## config.mk

```make
export PLATFORM = sky130hd
export DESIGN_NAME = keypad_decoder_flat
export DESIGN_NICKNAME = d
export VERILOG_FILES = /design/src/rtl/calc_pkg.sv /design/src/rtl/keypad_decoder_if.sv /design/src/rtl/keypad_scanner.sv /design/src/rtl/keypad_decoder.sv /design/src/flat_wrapper.sv
export SDC_FILE = /design/constraint.sdc
export NUM_CORES = 1
export LEC_CHECK = 0
export ABC_AREA = 1
export CAP_MARGIN = 20
export CELL_PAD_IN_SITES_DETAIL_PLACEMENT = 2
export CELL_PAD_IN_SITES_GLOBAL_PLACEMENT = 2
export CORE_ASPECT_RATIO = 1.2
export CORE_MARGIN = 5
export CORE_UTILIZATION = 37
export CTS_BUF_LIST = sky130_fd_sc_hd__clkbuf_8
export DETAILED_ROUTE_END_ITERATION = 7
export DONT_BUFFER_PORTS = 1
export PLACE_DENSITY_LB_ADDON = 0.1
export SLEW_MARGIN = 20
export SYNTH_ARGS = -nofsm -noshare
export SYNTH_HDL_FRONTEND = slang
export SYNTH_HIERARCHICAL = 1
export SYNTH_SLANG_ARGS = --single-unit
```

## constraint.sdc

```tcl
create_clock -name clock -period 4.34 [get_ports clock]
set_input_delay 0.868 -clock clock [delete_from_list [all_inputs] [get_ports clock]]
set_output_delay 0.868 -clock clock [all_outputs]
set_load 0.01 [all_outputs]
```

## src/rtl/calc_pkg.sv

```systemverilog
// Shared constants and types for the keypad front end and calculator datapath:
// operator encodings, special key indices, matrix geometry and FSM/scan enums.
package calc_pkg;

    localparam logic [1:0] OP_ADD = 2'b00;
    localparam logic [1:0] OP_MUL = 2'b01;
    localparam logic [1:0] OP_SUB = 2'b10;

    localparam int KEY_ADD = 16;
    localparam int KEY_MUL = 17;
    localparam int KEY_SUB = 18;
    localparam int KEY_EQ  = 19;

    localparam int NUM_COLS = 5;
    localparam int NUM_ROWS = 4;

    typedef enum logic [1:0] {
        ST_IDLE         = 2'd0,
        ST_PRESS_PEND   = 2'd1,
        ST_HELD         = 2'd2,
        ST_RELEASE_PEND = 2'd3
    } db_state_e;

    typedef enum logic [1:0] {
        SCAN_NONE   = 2'd0,
        SCAN_SINGLE = 2'd1,
        SCAN_MULTI  = 2'd2
    } scan_res_e;

endpackage

```

## src/rtl/keypad_decoder_if.sv

```systemverilog
// Keypad pin and key-event bundle; master is the decoder, slave is the keypad/consumer side.
interface keypad_decoder_if;
    logic [3:0] row_n;
    logic [4:0] col_n;
    logic       newhex;
    logic [3:0] hexcode;
    logic       newop;
    logic [1:0] opcode;
    logic       eq;

    modport master (
        input  row_n,
        output col_n, newhex, hexcode, newop, opcode, eq
    );

    modport slave (
        output row_n,
        input  col_n, newhex, hexcode, newop, opcode, eq
    );
endinterface

```

## src/rtl/keypad_scanner.sv

```systemverilog
// Column scanner: synchronizes rows, walks a single low column and classifies each
// full sweep as NONE/SINGLE/MULTI, strobing scan_done while column 4 is sampled.
module keypad_scanner
    import calc_pkg::*;
#(
    parameter int SCAN_DIV = 4
) (
    input  logic       clock,
    input  logic       reset,
    input  logic [3:0] row_n,
    output logic [4:0] col_n,
    output logic       scan_done,
    output scan_res_e  scan_res,
    output logic [4:0] scan_key
);
    localparam int DIV_W = $clog2(SCAN_DIV);

    logic [DIV_W-1:0] div_cnt_r;
    logic [2:0]       col_r;
    logic [4:0]       col_n_r;
    logic [3:0]       row_meta_r;
    logic [3:0]       row_sync_r;
    logic [1:0]       acc_cnt_r;
    logic [4:0]       acc_key_r;

    logic             sample_s;
    logic             last_col_s;
    logic [3:0]       pressed_s;
    logic [2:0]       row_hits_s;
    logic [1:0]       row_idx_s;
    logic [2:0]       sum_s;
    logic [1:0]       tot_cnt_s;
    logic [4:0]       tot_key_s;

    assign sample_s   = (div_cnt_r == DIV_W'(SCAN_DIV - 1));
    assign last_col_s = (col_r == 3'(NUM_COLS - 1));
    assign pressed_s  = ~row_sync_r;

    // Two-flop synchronizer for the asynchronous row inputs
    always_ff @(posedge clock or posedge reset) begin
        if (reset) begin
            row_meta_r <= 4'b1111;
            row_sync_r <= 4'b1111;
        end else begin
            row_meta_r <= row_n;
            row_sync_r <= row_meta_r;
        end
    end

    // Dwell counter and column walk; col_n rotates so exactly one bit is ever low
    always_ff @(posedge clock or posedge reset) begin
        if (reset) begin
            div_cnt_r <= '0;
            col_r     <= 3'd0;
            col_n_r   <= 5'b11110;
        end else if (sample_s) begin
            div_cnt_r <= '0;
            col_n_r   <= {col_n_r[3:0], col_n_r[4]};
            col_r     <= last_col_s ? 3'd0 : col_r + 3'd1;
        end else begin
            div_cnt_r <= div_cnt_r + DIV_W'(1);
        end
    end

    // Count pressed rows in the current column and remember the lowest one
    always_comb begin
        row_hits_s = 3'd0;
        row_idx_s  = 2'd0;
        for (int r = NUM_ROWS - 1; r >= 0; r--) begin
            if (pressed_s[r]) begin
                row_hits_s = row_hits_s + 3'd1;
                row_idx_s  = 2'(r);
            end else begin
                row_hits_s = row_hits_s;
            end
        end
    end

    // Merge this column into the sweep tally; the count saturates at 2 (MULTI)
    always_comb begin
        sum_s     = {1'b0, acc_cnt_r} + row_hits_s;
        tot_cnt_s = (sum_s >= 3'd2) ? 2'd2 : sum_s[1:0];
        if (acc_cnt_r == 2'd0) begin
            tot_key_s = {col_r[2:0], row_idx_s};
        end else begin
            tot_key_s = acc_key_r;
        end
    end

    // Per-sweep accumulators, cleared once the sweep result has been handed off
    always_ff @(posedge clock or posedge reset) begin
        if (reset) begin
            acc_cnt_r <= 2'd0;
            acc_key_r <= 5'd0;
        end else if (sample_s) begin
            acc_cnt_r <= last_col_s ? 2'd0 : tot_cnt_s;
            acc_key_r <= last_col_s ? 5'd0 : tot_key_s;
        end else begin
            acc_cnt_r <= acc_cnt_r;
            acc_key_r <= acc_key_r;
        end
    end

    // Sweep result is valid combinationally alongside the column-4 sample
    always_comb begin
        scan_done = sample_s && last_col_s;
        scan_key  = tot_key_s;
        case (tot_cnt_s)
            2'd0:    scan_res = SCAN_NONE;
            2'd1:    scan_res = SCAN_SINGLE;
            default: scan_res = SCAN_MULTI;
        endcase
    end

    assign col_n = col_n_r;

endmodule

```

## src/rtl/keypad_decoder.sv

```systemverilog
// Matrix keypad decoder: debounces sweep results from keypad_scanner and emits one
// registered newhex/newop/eq pulse per confirmed press, with no auto-repeat.
module keypad_decoder
    import calc_pkg::*;
#(
    parameter int SCAN_DIV       = 4,
    parameter int DEBOUNCE_SCANS = 3
) (
    input  logic clock,
    input  logic reset,
    keypad_decoder_if.master kp
);
    localparam int CNT_W = $clog2(DEBOUNCE_SCANS + 1);

    logic             scan_done_s;
    scan_res_e        scan_res_s;
    logic [4:0]       scan_key_s;
    logic             single_s;
    logic             none_s;

    db_state_e        st_r, st_n;
    logic [4:0]       cand_r, cand_n;
    logic [CNT_W-1:0] cnt_r, cnt_n, cnt_inc_s;
    logic             fire_s;

    logic             newhex_r, newop_r, eq_r;
    logic [3:0]       hexcode_r;
    logic [1:0]       opcode_r;

    keypad_scanner #(.SCAN_DIV(SCAN_DIV)) u_scanner (
        .clock     (clock),
        .reset     (reset),
        .row_n     (kp.row_n),
        .col_n     (kp.col_n),
        .scan_done (scan_done_s),
        .scan_res  (scan_res_s),
        .scan_key  (scan_key_s)
    );

    assign single_s  = (scan_res_s == SCAN_SINGLE);
    assign none_s    = (scan_res_s == SCAN_NONE);
    assign cnt_inc_s = cnt_r + CNT_W'(1);

    // Debounce transitions, evaluated only on the sweep-complete strobe
    always_comb begin
        st_n   = st_r;
        cand_n = cand_r;
        cnt_n  = cnt_r;
        fire_s = 1'b0;
        if (scan_done_s) begin
            case (st_r)
                ST_IDLE: begin
                    if (single_s) begin
                        st_n   = ST_PRESS_PEND;
                        cand_n = scan_key_s;
                        cnt_n  = CNT_W'(1);
                    end else begin
                        st_n = ST_IDLE;
                    end
                end
                ST_PRESS_PEND: begin
                    if (single_s && (scan_key_s == cand_r)) begin
                        if (cnt_inc_s == CNT_W'(DEBOUNCE_SCANS)) begin
                            fire_s = 1'b1;
                            st_n   = ST_HELD;
                            cnt_n  = '0;
                        end else begin
                            cnt_n = cnt_inc_s;
                        end
                    end else if (single_s) begin
                        cand_n = scan_key_s;
                        cnt_n  = CNT_W'(1);
                    end else begin
                        st_n  = ST_IDLE;
                        cnt_n = '0;
                    end
                end
                // Extra keys while held are deliberately ignored until a clean release
                ST_HELD: begin
                    if (none_s) begin
                        st_n  = ST_RELEASE_PEND;
                        cnt_n = CNT_W'(1);
                    end else begin
                        st_n = ST_HELD;
                    end
                end
                ST_RELEASE_PEND: begin
                    if (none_s) begin
                        if (cnt_inc_s == CNT_W'(DEBOUNCE_SCANS)) begin
                            st_n  = ST_IDLE;
                            cnt_n = '0;
                        end else begin
                            cnt_n = cnt_inc_s;
                        end
                    end else begin
                        st_n  = ST_HELD;
                        cnt_n = '0;
                    end
                end
                default: begin
                    st_n  = ST_IDLE;
                    cnt_n = '0;
                end
            endcase
        end else begin
            st_n = st_r;
        end
    end

    // Debounce state registers
    always_ff @(posedge clock or posedge reset) begin
        if (reset) begin
            st_r   <= ST_IDLE;
            cand_r <= 5'd0;
            cnt_r  <= '0;
        end else begin
            st_r   <= st_n;
            cand_r <= cand_n;
            cnt_r  <= cnt_n;
        end
    end

    // Event encoding; the code output not addressed by the event keeps its value
    always_ff @(posedge clock or posedge reset) begin
        if (reset) begin
            newhex_r  <= 1'b0;
            newop_r   <= 1'b0;
            eq_r      <= 1'b0;
            hexcode_r <= 4'd0;
            opcode_r  <= 2'd0;
        end else begin
            newhex_r <= fire_s && (cand_r < 5'(KEY_ADD));
            newop_r  <= fire_s && (cand_r >= 5'(KEY_ADD)) && (cand_r <= 5'(KEY_SUB));
            eq_r     <= fire_s && (cand_r == 5'(KEY_EQ));
            if (fire_s && (cand_r < 5'(KEY_ADD))) begin
                hexcode_r <= cand_r[3:0];
            end
            if (fire_s && (cand_r >= 5'(KEY_ADD)) && (cand_r <= 5'(KEY_SUB))) begin
                opcode_r <= cand_r[1:0];
            end
        end
    end

    assign kp.newhex  = newhex_r;
    assign kp.newop   = newop_r;
    assign kp.eq      = eq_r;
    assign kp.hexcode = hexcode_r;
    assign kp.opcode  = opcode_r;

endmodule

```

## src/flat_wrapper.sv

```systemverilog
// flat-port wrapper written by rule: the top's interface ports become plain ports
module keypad_decoder_flat import calc_pkg::*;
#(
    parameter int SCAN_DIV       = 4,
    parameter int DEBOUNCE_SCANS = 3
)
  (clock, reset, kp_row_n, kp_col_n, kp_newhex, kp_hexcode, kp_newop, kp_opcode, kp_eq);
  keypad_decoder_if kp_i ();
  input  logic clock;
  input  logic reset;
  input wire logic [$bits(kp_i.row_n)-1:0] kp_row_n;
  output wire logic [$bits(kp_i.col_n)-1:0] kp_col_n;
  output wire logic [$bits(kp_i.newhex)-1:0] kp_newhex;
  output wire logic [$bits(kp_i.hexcode)-1:0] kp_hexcode;
  output wire logic [$bits(kp_i.newop)-1:0] kp_newop;
  output wire logic [$bits(kp_i.opcode)-1:0] kp_opcode;
  output wire logic [$bits(kp_i.eq)-1:0] kp_eq;
  assign kp_i.row_n = kp_row_n;
  assign kp_col_n = kp_i.col_n;
  assign kp_newhex = kp_i.newhex;
  assign kp_hexcode = kp_i.hexcode;
  assign kp_newop = kp_i.newop;
  assign kp_opcode = kp_i.opcode;
  assign kp_eq = kp_i.eq;
  keypad_decoder #(.SCAN_DIV(SCAN_DIV), .DEBOUNCE_SCANS(DEBOUNCE_SCANS)) u_core (.clock(clock), .reset(reset), .kp(kp_i));
endmodule
```

* Word level (Yosys, flattened, before mapping) *
Cells that the tools add are included.

word-level totals
  flip-flop bits (word level) = 43
  output and inout bits = 14
  input bits = 6

cells by class
  magnitude comparators = 4
  bitwise gates (word level) = 1
  $add $sub $neg = 7
  eq/ne operators = 16
  mux-type cells = 36
  reductions and logical operators = 14

operator list
  cell                                                                     number
  2-bit two-way mux                                                        17
  5-bit two-way mux                                                        4
  2-bit case mux with 4 select lines                                       2
  3-bit by 1-bit adder with 3-bit output, second input constant            4
  3-bit two-way mux                                                        4
  5-bit case mux with 2 select lines                                       1
  3-bit inequality test, second input constant                             3
  2-bit == test, second input constant                                     4
  2-bit logical NOT                                                        4
  1-bit two-way mux                                                        7
  2-bit by 1-bit == test with 1-bit output, second input constant          3
  1-bit logical AND                                                        6
  3-bit AND reduction                                                      2
  5-bit == test                                                            1
  5-bit == test, second input constant                                     1
  5-bit greater-or-equal comparator, second input constant                 1
  5-bit less-or-equal comparator, second input constant                    1
  5-bit less-than comparator, second input constant                        1
  2-bit by 1-bit adder with 2-bit output, second input constant            2
  2-bit by 1-bit inequality test with 1-bit output, second input constant  2
  4-bit inverter                                                           1
  2-bit case mux with 2 select lines                                       1
  4-bit AND reduction                                                      1
  2-bit by 3-bit adder with 3-bit output                                   1
  other kinds (4)                                                          4

* Logic depth before layout (Yosys ltp) *
  word-level depth = 20
  mapped depth = 23

* Modules after synthesis *
The synthesis kept the hierarchy.

by module, submodules not included
  module          instances  area each (um2)  cells an instance  seq. area each (um2)
  keypad_scanner  1          1181.1           126                640.6
  keypad_decoder  1          1008.5           132                450.4

* Least setup slack after synthesis *
OpenSTA, ideal clock, no wires.

  path type = register -> register
  from = register u_core.u_scanner.row_sync_r[2]
  to = register u_core.hexcode_r[0] (netlist: u_core/kp.hexcode[0])
  period minus slack after synthesis = 3.282 ns
  stages on the path, launching flop included = 22
  arrival = 3.160 ns
  path slack = 1.058 ns
  buffers on the path = 0
  cell sequence = dfstp_2 inv_1 ha_1 xnor2_1 ha_1 nand2_1 nand2_1 fa_1 inv_1 nand3_1 nand2_1 nand2_1 nand2_1 nand2_2 nor2_1 inv_1 nor2_1 nand3_1 nor2_4 nand3_4 nand2_1 o21ai_1

between the ends
  longest elaborated chain between the ends = 17

RTL lines
  item                                                          RTL line               RTL
  start: declaration                                            keypad_scanner.sv:22   logic [3:0] row_sync_r;
  start signal: assignment                                      keypad_scanner.sv:46   row_sync_r <= row_meta_r;
  4-bit inverter *                                              keypad_scanner.sv:37   assign pressed_s = ~row_sync_r;
  3-bit two-way mux *                                           keypad_scanner.sv:70   if (pressed_s[r]) begin
  3-bit by 1-bit adder with 3-bit output                        keypad_scanner.sv:71   row_hits_s = row_hits_s + 3'd1;
  3-bit two-way mux *                                           keypad_scanner.sv:70
  3-bit by 1-bit adder with 3-bit output                        keypad_scanner.sv:71
  3-bit two-way mux *                                           keypad_scanner.sv:70
  2-bit by 3-bit adder with 3-bit output *                      keypad_scanner.sv:81   sum_s = {1'b0, acc_cnt_r} + row_hits_s;
  3-bit by 2-bit greater-or-equal comparator with 1-bit output  keypad_scanner.sv:82   tot_cnt_s = (sum_s >= 3'd2) ? 2'd2 : sum_s[1:0];
  [... 2 more ...]                                              --
  2-bit case mux with 2 select lines *                          keypad_scanner.sv:108  case (tot_cnt_s)
  net u_core.scan_res_s[1]                                      keypad_decoder.sv:16   scan_res_e scan_res_s;
  2-bit by 1-bit == test with 1-bit output *                    keypad_decoder.sv:40   assign single_s = (scan_res_s == SCAN_SINGLE);
  1-bit logical AND *                                           keypad_decoder.sv:62   if (single_s && (scan_key_s == cand_r)) begin
  1-bit two-way mux *                                           keypad_decoder.sv:62
  1-bit two-way mux *                                           keypad_decoder.sv:51   case (st_r)
  1-bit two-way mux *                                           keypad_decoder.sv:50   if (scan_done_s) begin
  1-bit logical AND *                                           keypad_decoder.sv:135  if (fire_s && (cand_r < 5'(KEY_ADD))) begin
  end signal: assignment                                        keypad_decoder.sv:136  hexcode_r <= cand_r[3:0];
  end: declaration                                              keypad_decoder.sv:27   logic [3:0] hexcode_r;

Mark *: on every way through the listed nets, which the timed path passes. The rest lies on a longest branch.
A chain may end at the register's enable or synchronous reset.

* Worst setup path in the final report *
  from = register u_core.u_scanner.row_sync_r[2]
  to = register u_core.hexcode_r[1] (netlist: u_core/kp.hexcode[1])

The elaborated chain is that of the path after synthesis.

==> Flow_metrics.wiki <==
{| class="wikitable"
! Metric !! Value
|-
| Clock buffers created by TritonCTS || 5
|-
| Final net count || 279
|-
| Final period demand of the worst path || 3.672 ns
|-
| Fin crit share || 84.62%
|-
| Vias per std cell || 4.913
|-
| Synth warn || 6
|-
| Worst setup path class || reg -> reg
|-
| DRC violations left || 0
|-
| Area growth, synth to finish || 8.000%
|-
| Maximum number of pins on one net before global-route repair || 26
|-
| Number of core rows || 30
|-
| Proportion of netlist area held by the largest area contributor || 35.43%
|-
| Source-to-sink clock delay at the later pin of the worst-skew pair || 0.29 ns
|-
| Fill cell count || 680
|-
| Peak clock frequency supported by timing || 0.2723 GHz
|-
| Setup-failing EPs final || 0
|-
| Post-place instance area || 2281 um2
|-
| Clock Tree Buf Depth || 2
|-
| Number of antenna violations at the first check in global routing || 0
|-
| Portion of the post-synthesis area used by sequential elements || 49.83%
|-
| Final WL || 4864 um
|-
| Pre-antenna DRT Iters || 4
|-
| Required time of the critical path || 4.52 ns
|-
| Total overflow reported by the global router || 0
|-
| Cts repair resizes || 0
|-
| Number of buffers inserted by port buffering || 0
|-
| Root cell of the clock tree || clkbuf_8
|-
| Setup tns final || 0 ns
|-
| Unrepaired setup endpoints after global routing || no
|-
| Tightest Pin Transition || 0.8909 ns
|-
| Highest fanout seen on the critical path || 9
|-
| Critical Path Slowest Stage Cell || dfstp_2
|-
| Net count of the mapped netlist || 274
|-
| Clock power frac || 23.1%
|-
| Share of flip-flops with an asynchronous set or reset after synthesis || 100.0%
|-
| Total number of vias || 1690
|-
| Logic pwr share || 32.2%
|-
| Starting Density || 38.38%
|-
| Max-Slew Margin vs Limit || 40.54%
|-
| Estimated wirelength of the detail-placed design || 3829 um
|-
| Maximum single-stage delay on the critical path || 0.57 ns
|-
| Leading cell types in the layout, fill and taps excluded || 80 x nand2_1, 39 x inv_1, 31 x dfrtp_1, 14 x o21ai_0, 13 x nor2_1
|-
| Number of setup buffers added after CTS || 0
|-
| Global-route usage over all layers || 14.50%
|-
| Clock transition at path regs || 0.08 ns
|-
| Data arrival at the endpoint of the critical path || 3.86 ns
|-
| CTS H-tree lvls || 2
|-
| Number of sinks driven by the clock tree || 43
|-
| Chip Height || 94.27 um
|-
| Run status || completed
|-
| Largest cells by area after synthesis || dfrtp_1 35%, dfstp_2 14%, nand2_1 14%
|-
| Highest ir drop seen on vdd || 0.1626 mV
|-
| Number of register bits inferred by synthesis || 43
|-
| Library cells used by synthesis || 30
|-
| Fin area || 2365 um2
|-
| Top-level port count || 20
|-
| Number of enable-type register cells in the synthesized netlist || 0
|-
| Switching share of total power || 38.69%
|-
| Cell count of the worst hold path || 0
|-
| Number of design-rule violations left by the first detailed-router iteration || 21
|-
| Placeable core region || 5705 um2
|-
| Die width || 80.23 um
|-
| Hold bufs inserted after CTS || 0
|-
| Final Util || 41.45%
|-
| Die footprint || 7563 um2
|-
| Worst-case hold slack || 0.3575 ns
|-
| Number of pins exceeding their max-slew limit in the final report || 0
|-
| Residual antenna-violating net count after detailed routing || 0
|-
| Pwr Density || 453.8 nW/um2
|-
| Commonest non-fill, non-tap cell in the layout || nand2_1
|-
| Type of the most critical hold path || reg -> reg
|-
| Largest area contributor in the netlist || dfrtp_1
|-
| Cells traversed along the worst timing path || inv_1 > ha_1 > xnor2_1 > ha_1 > nand2_1 > nand2_1 > fa_1 > inv_1 > nand3_1 > nand2_1 > nand2_1 > nand2_1 > nand2_2 > nor2_1 > inv_1 > nor2_1 > nand3_1 > nor2_4 > nand3_4 > nand2_1 > o21ai_1
|-
| Dominant register cell in the synthesized netlist || dfrtp_1
|-
| Power dissipated by switching net loads || 0.4152 mW
|-
| Sequential fraction of design power || 44.7%
|-
| TritonCTS clock tree || yes
|-
| Fraction of final layout cells sized beyond drive strength 1 || 15.15%
|-
| Leakage power total || 1.152 nW
|-
| Netlist area before placement || 2190 um2
|-
| Last weighted congestion value of the routability-driven placer || 0.7827
|-
| Number of global-route vias before repair || 1837
|-
| Kind of start point of the critical path || register
|-
| First-pass GRT wire length || 8507 um
|-
| Setup skew after layout || 0.007242 ns
|-
| Worst-case reg-to-reg path depth || 21
|-
| Cells after Synth || 258
|-
| Post-synthesis area per instance || 8.487 um2
|-
| CP most frequent cell || nand2_1
|-
| DR WL/cell || 14.14 um
|-
| Final number of hold-violating endpoints || 0
|-
| Endpoint class of the critical path || register
|-
| Max-cap violation count || 0
|-
| Power Total || 1.073 mW
|-
| N_diodes || 0
|-
| Internal power of the cells || 0.6578 mW
|}
## cell type report
type / count / area, um2 / share of cell area (%)
sequential: 43 / 1091 / 46.14
multi-input combinational: 172 / 935.9 / 39.58
inverter: 41 / 153.9 / 6.508
tap: 80 / 100.1 / 4.233
clock buffer: 5 / 68.82 / 2.910
clock inverter: 3 / 15.01 / 0.6349
## sequential cells by signal, summed over array words and instances (netlist names)
name,count
u_core/cand_r,5
u_core/u_scanner/acc_key_r,5
u_core/u_scanner/col_n,5
u_core/kp.hexcode,4
u_core/u_scanner/row_meta_r,4
u_core/u_scanner/row_sync_r,4
u_core/u_scanner/col_r,3
u_core/cnt_r,2
u_core/kp.opcode,2
u_core/st_r,2
u_core/u_scanner/acc_cnt_r,2
u_core/u_scanner/div_cnt_r,2
u_core/kp.eq,1
u_core/kp.newhex,1
u_core/kp.newop,1
## path summary, 6_finish.rpt
path	startpoint	end	slack, ns
max reg2reg	u_core/u_scanner/row_sync_r[2]	u_core/kp.hexcode[1]	0.67
min reg2reg	u_core/u_scanner/row_meta_r[1]	u_core/u_scanner/row_sync_r[1]	0.36
min	u_core/u_scanner/row_meta_r[1]	u_core/u_scanner/row_sync_r[1]	0.36
min in group asynchronous	reset	u_core/cand_r[3]	0.56
max	u_core/u_scanner/row_sync_r[2]	u_core/kp.hexcode[1]	0.67
max in group asynchronous	reset	u_core/u_scanner/div_cnt_r[1]	3.14
## critical path: cells and delay by family, from the launching register on
family / cells / cell delay, ns
buffers and inverters: 3 / 0.18
AO/OA/AOI/OAI: 1 / 0.06
AND/OR/NAND/NOR: 13 / 1.54
adder cells (fa/ha/maj): 3 / 1.00
flip-flops: 1 / 0.57
XOR/XNOR: 1 / 0.25
## routing by layer
layer	global-route usage, %	up-vias	wire length [um]
met2	26.59	24	2582
met1	16.10	834	2033
li1	-	826	-
met4	5.070	0	74
met5	0	-	0
met3	3.359	6	174
## per-stage QoR
stage	worst slack, ns	instances
3_3_place_gp	0.7687	336
4_1_cts	0.6209	344
3_5_place_dp	0.6783	336
6_report	0.6676	344
2_1_floorplan	1.058	258
5_1_grt	0.2792	344
## power by group through the flow
| stage | logic, mW | clock network (mW) | registers (mW) |
|---|---|---|---|
| after CTS | 0.352 | 0.264 | 0.481 |
| after global placement | 0.341 | 0 | 0.486 |
| after global routing | 0.396 | 0.281 | 0.487 |
| after detailed placement | 0.349 | 0 | 0.489 |
| after floorplan | 0.274 | 0 | 0.478 |
| final | 0.345 | 0.248 | 0.480 |
## cells by family after synthesis
logic type | share of synthesized area, %
AOI/OAI and AO/OA | 7.771
xor gates and xnor gates | 1.200
DFF | 49.83
and+or+nand+nor | 27.71
adders and majority gates | 6.057
buffers and inverters | 7.428
## Yosys cell counts (3+ instances only)
| master | instances |
|---|---|
| nor3_1 | 4 |
| o21ai_0 | 14 |
| nand4_1 | 9 |
| dfrtp_1 | 31 |
| a21oi_1 | 5 |
| dfstp_2 | 12 |
| o21ai_1 | 4 |
| ha_1 | 9 |
| inv_2 | 3 |
| nor2_1 | 13 |
| nand3_1 | 9 |
| nor2_2 | 3 |
| nand2_1 | 80 |
| nand3_2 | 3 |
| nand2_2 | 3 |
| inv_1 | 38 |
Note: power is estimated with default switching activity, not from simulation.
